[src/rtl/sap1_pkg.sv]
// Shared SAP-1 definitions: datapath word width and the W-bus source encoding
// used by the controller's bus multiplexer.
package sap1_pkg;

   localparam int WORD_W = 8;

   typedef enum logic [2:0] {
      BUS_SRC_NONE = 3'd0,
      BUS_SRC_PC   = 3'd1,
      BUS_SRC_RAM  = 3'd2,
      BUS_SRC_IR   = 3'd3,
      BUS_SRC_ACC  = 3'd4,
      BUS_SRC_ALU  = 3'd5,
      BUS_SRC_IN   = 3'd6
   } bus_src_e;

   // Select code the controller uses when reg_in owns the W bus.
   localparam bus_src_e BUS_SRC_REG_IN = BUS_SRC_IN;

endpackage

[src/rtl/sync_fifo.sv]
// Show-ahead synchronous FIFO: head entry is visible on rd_data without a read
// strobe; push/pop are qualified here so callers may drive them loosely.
module sync_fifo #(
   parameter int WIDTH = 8,
   parameter int DEPTH = 4
) (
   input  logic                       clk,
   input  logic                       rst,
   input  logic                       push,
   input  logic [WIDTH-1:0]           wr_data,
   input  logic                       pop,
   output logic [WIDTH-1:0]           rd_data,
   output logic                       empty,
   output logic                       full,
   output logic [$clog2(DEPTH):0]     count
);

   localparam int AW = $clog2(DEPTH);
   localparam int CW = AW + 1;
   localparam logic [CW-1:0] FULL_CNT = CW'(DEPTH);

   logic [WIDTH-1:0] mem [DEPTH];
   logic [AW-1:0]    wr_ptr;
   logic [AW-1:0]    rd_ptr;
   logic [CW-1:0]    cnt;
   logic             do_push;
   logic             do_pop;

   assign empty   = (cnt == '0);
   assign full    = (cnt == FULL_CNT);
   assign count   = cnt;
   assign do_push = push && !full;
   assign do_pop  = pop && !empty;
   assign rd_data = mem[rd_ptr];

   // Storage carries no reset; stale contents are masked by empty.
   always_ff @(posedge clk) begin
      if (do_push) begin
         mem[wr_ptr] <= wr_data;
      end
   end

   // Power-of-two depth lets the pointers wrap by plain overflow.
   always_ff @(posedge clk or negedge rst) begin
      if (!rst) begin
         wr_ptr <= '0;
         rd_ptr <= '0;
         cnt    <= '0;
      end else begin
         if (do_push) begin
            wr_ptr <= wr_ptr + 1'b1;
         end
         if (do_pop) begin
            rd_ptr <= rd_ptr + 1'b1;
         end
         case ({do_push, do_pop})
            2'b10:   cnt <= cnt + 1'b1;
            2'b01:   cnt <= cnt - 1'b1;
            default: cnt <= cnt;
         endcase
      end
   end

endmodule

[src/rtl/reg_in.sv]
// SAP-1 input port: external bytes enter a small FIFO through valid/ready and
// are driven onto the W bus combinationally while the controller holds rd.
module reg_in
   import sap1_pkg::*;
#(
   parameter int WIDTH = WORD_W,
   parameter int DEPTH = 4
) (
   input  logic                       clk,
   input  logic                       rst,
   input  logic [WIDTH-1:0]           in_data,
   input  logic                       in_valid,
   output logic                       in_ready,
   input  logic                       rd,
   output logic [WIDTH-1:0]           bus_out,
   output logic                       bus_en,
   output logic                       empty,
   output logic                       full,
   output logic [$clog2(DEPTH):0]     count,
   output logic                       underflow,
   input  logic                       clr_err
);

   logic [WIDTH-1:0] head;
   logic             push;
   logic             pop;

   // Ready comes from registered state only, so rd never reaches in_ready;
   // a pop from full frees the slot for the following cycle.
   assign in_ready = rst && !full;
   assign push     = in_valid && in_ready;
   assign pop      = rd && !empty;

   sync_fifo #(
      .WIDTH (WIDTH),
      .DEPTH (DEPTH)
   ) u_fifo (
      .clk     (clk),
      .rst     (rst),
      .push    (push),
      .wr_data (in_data),
      .pop     (pop),
      .rd_data (head),
      .empty   (empty),
      .full    (full),
      .count   (count)
   );

   assign bus_en  = rd;
   assign bus_out = pop ? head : '0;

   // Set outranks clear when both happen on the same edge.
   always_ff @(posedge clk or negedge rst) begin
      if (!rst) begin
         underflow <= 1'b0;
      end else if (rd && empty) begin
         underflow <= 1'b1;
      end else if (clr_err) begin
         underflow <= 1'b0;
      end
   end

endmodule

[config.mk]
export PLATFORM = sky130hd
export DESIGN_NAME = reg_in
export DESIGN_NICKNAME = d
export VERILOG_FILES = /design/src/rtl/sap1_pkg.sv /design/src/rtl/sync_fifo.sv /design/src/rtl/reg_in.sv
export SDC_FILE = /design/constraint.sdc
export NUM_CORES = 1
export LEC_CHECK = 0
export CORE_UTILIZATION = 45
export DETAILED_ROUTE_END_ITERATION = 10
export PLACE_DENSITY_LB_ADDON = 0.12
export SYNTH_ARGS = -nofsm -noshare
export SYNTH_HDL_FRONTEND = slang
export SYNTH_SLANG_ARGS = --single-unit
[constraint.sdc]
create_clock -name clk -period 2 [get_ports clk]
set_input_delay 0.4 -clock clk [delete_from_list [all_inputs] [get_ports clk]]
set_output_delay 0.4 -clock clk [all_outputs]
set_load 0.005 [all_outputs]
==> results of run 1 <==
==> kinds of logic after synthesis <==
group,after synthesis,synth area share
flops,40,0.6824
mux,10,0.1206
compound gates,2,0.008086
buf+inv,11,0.03235
xor+xnor,6,0.03089
fa+ha+maj,6,0.04853
simple gates,20,0.07720
==> per-layer routing <==
metal / GRT usage / wire length, um
met1: 0.2118 / 1254
met2: 0.2952 / 1719
met3: 0.03986 / 93
met4: 0.07670 / 39
met5: 0 / 0
==> sequential cells by signal (all words and copies together), names as in the netlist <==
signal,cells
u_fifo.wr_ptr,2
u_fifo.rd_ptr,2
u_fifo.count,3
u_fifo.mem,32
underflow,1
==> worst register-to-register path: cells and delay by family, from the launching register on <==
kind / cells / cell delay (ns)
and+or+nand+nor: 3 / 0.48
buffers and inverters: 2 / 0.10
adders and majority gates: 2 / 0.50
DFF: 1 / 0.42
xor gates and xnor gates: 2 / 0.29
==> synthesized netlist by cell type <==
cell / instances
nor3b_4: 1
buf_2: 1
fa_1: 1
buf_4: 1
xor2_1: 3
inv_1: 7
edfxtp_1: 32
dfrtp_1: 8
o21ai_0: 1
mux2i_1: 1
mux2_4: 1
and2_1: 12
clkbuf_2: 1
nor2_4: 1
nor3_1: 1
o31a_1: 1
mux4_2: 8
xnor2_1: 3
nor2b_1: 1
nor2_1: 1
nand2_1: 3
buf_6: 1
ha_1: 5
==> worst paths after layout <==
kind | slack (ns) | cells after the start | from | to
setup / recovery | -0.07 | 5 | u_fifo.rd_ptr[0]$_DFFE_PN0P_ | bus_out[5]
hold / removal | 0.43 | 3 | rd | underflow$_DFFE_PN0P_
setup reg to reg | 0.14 | 9 | u_fifo.count[0]$_DFFE_PN0P_ | u_fifo.count[2]$_DFFE_PN0P_
hold reg to reg | 0.54 | 2 | underflow$_DFFE_PN0P_ | underflow$_DFFE_PN0P_
max in group asynchronous | 1.35 | 3 | rst | u_fifo.rd_ptr[1]$_DFFE_PN0P_
min in group asynchronous | 0.52 | 3 | rst | u_fifo.rd_ptr[0]$_DFFE_PN0P_
==> per-stage QoR <==
stage | total power, uW | area (um^2)
global placement | 2299 | 2193
global route | 3376 | 2409
finish | 3198 | 2409
floorplan | 1774 | 1702
CTS | 3139 | 2361
detailed placement | 2345 | 2193
==> cell type report <==
class | count | area share
Clock buffer | 6 | 0.03429
Clock inverter | 2 | 0.01610
Inverter | 7 | 0.01091
Multi-Input combinational cell | 44 | 0.2088
Sequential cell | 40 | 0.4821
Tap cell | 46 | 0.02390
Timing Repair Buffer | 54 | 0.2239
==> power by group <==
part           switching, uW  internal, uW  total, uW
logic                    480           855       1340
clock network            270           408        678
registers                127          1060       1180
==> what timing repair did <==
action,4_1_cts,5_1_grt
buffers inserted,7,3
setup endpoints to repair,11,10
gates resized for setup,40,9
hold endpoints to repair,0,0
pin swaps,8,6
==> summary.md, run 1 <==
| Metric | Value |
|---|---|
| Outcome | finished, violations left |
| Failing checks | negative setup slack |
| Nets | 171 |
| Number of maximum-capacitance violations | 0 |
| Core area | 0.003468 mm^2 |
| Layout area overhead | 41.54% |
| Clock-pin slew on the worst setup and hold paths | 0.08 ns |
| Synth area leader | edfxtp_1 |
| Die Height | 63.50 um |
| Worst-path cell chain | buf_6, buf_6, mux4_2, and2_4, buf_6 |
| Post-route ant nets | 0 |
| Register area | 0.001161 mm^2 |
| Worst-Skew Late Latency | 0.29 ns |
| Post-Syn Area per Cell | 17.91 um^2 |
| VDD IR-drop max | 940.0 uV |
| Worst Max-Slew Pin Slew | 0.4381 ns |
| Final Util | 0.6944 |
| Cell family with most CP delay | multiplexers |
| Fin crit share | 1.033 |
| Most frequent cells in the layout | edfxtp_1, clkdlybuf4s50_1, buf_4 |
| Largest net degree at the start of global routing | 14 |
| Netlist Area Pre-Place | 0.001702 mm^2 |
| Final hold violations | 0 |
| Number of synthesized register bits | 40 |
| First-pass GRT wire length | 4995 um |
| Critical path type | reg2out |
| TritonCTS clock tree | built |
| Minimum clock period | 2.067 ns |
| Drt via density | 4.884 |
| Hold_buf cts | 0 |
| DRC violations left | 0 |
| Worst Path Max Fanout | 3 |
| HPWL Detailed | 2088 um |
| Critical path startpoint category | register |
| Layout Cells excl Fill | 199 |
| RSZ-0062 raised after global routing | yes |
| CTS root buf | clkbuf_8 |
| Final setup vio count | 8 |
| Hold Slack | 0.4303 ns |
| Total number of vias | 972 |
| Area taken by multi-input logic gates | 503.0 um^2 |
| Die Wd | 63.50 um |
| Inserted Diodes | 0 |
| Setup TNS | -0.4550 ns |
| Sinks on Clock Net | 40 |
| Fillcell total | 251 |
| Netlist cell types | 23 |
| Drt wl/cell | 15.61 um |
| Crit-path max cell delay | 0.49 ns |
| Pre-Repair DR Iteration Count | 4 |
| CTS H-tree lvls | 2 |
| Slew headroom | 0.7079 |
| Hold crit path type | in2reg |
| Slowest-stage cell, CP | mux4_2 |
| Yosys warning count | 0 |
| PnR worst setup slack | -0.06689 ns |
| Total CTS buffers | 5 |
| Placed cells | 181 |
| Total Routing Usage GR | 0.1745 |
| Vias in the first global route | 1023 |
| Final Wtd Congestion | 0.8136 |
| Clock skew | 0.005264 ns |
| Initial Util | 0.4906 |
| I/O pins | 29 |
| Pwr Density | 1328 mW/mm^2 |
| Leak | 0.0009720 uW |
| FP Rows | 21 |
| Synth Instances | 95 |
| Syn nets | 114 |
| GRT overflow | 0 |
| Antenna violations before repair | 0 |
| Most frequent CP cell | buf_6 |
| Synth top area cells | edfxtp_1, dfrtp_1, mux4_2 |
| Die footprint | 0.004032 mm^2 |
| Commonest non-fill, non-tap cell in the layout | edfxtp_1 |
| CP endpoint kind | output pin |
| CP required | 1.60 ns |
| CTS Buffer Depth | 2 |
| First DRT Iteration DRCs | 11 |
| Share of cells above drive strength 1 | 0.3987 |
| Critical Path AT | 1.67 ns |
| Buffers on Ports | 28 |
| Place WS | -0.3326 ns |
| Max-slew violations | 0 |
| Total Routed Length | 3106 um |
| Buffers & Inverters on Critical Path | 3 |
| Yosys top cell area share | 0.5647 |
| Fmax | 483.8 MHz |
| Sequential element share of the synthesized area | 0.6824 |
No activity file was read; power rests on OpenSTA's default activity.
==> run 2: changes to the inputs <==
--- a/config.mk
+++ b/config.mk
@@ -7,6 +7,7 @@
 export LEC_CHECK = 0
 export CORE_UTILIZATION = 45
 export DETAILED_ROUTE_END_ITERATION = 10
+export GPL_ROUTABILITY_DRIVEN = 0
 export PLACE_DENSITY_LB_ADDON = 0.12
 export SYNTH_ARGS = -nofsm -noshare
 export SYNTH_HDL_FRONTEND = slang
==> results of run 2 <==
No change in the layout: final DEF, timing and power equal those of run 1.
==> run 3: changes to the inputs <==
--- a/config.mk
+++ b/config.mk
@@ -9,6 +9,7 @@
 export DETAILED_ROUTE_END_ITERATION = 10
 export GPL_ROUTABILITY_DRIVEN = 0
 export PLACE_DENSITY_LB_ADDON = 0.12
+export SLEW_MARGIN = 20
 export SYNTH_ARGS = -nofsm -noshare
 export SYNTH_HDL_FRONTEND = slang
 export SYNTH_SLANG_ARGS = --single-unit
==> results of run 3 <==
No change in the layout: final DEF, timing and power equal those of run 1.
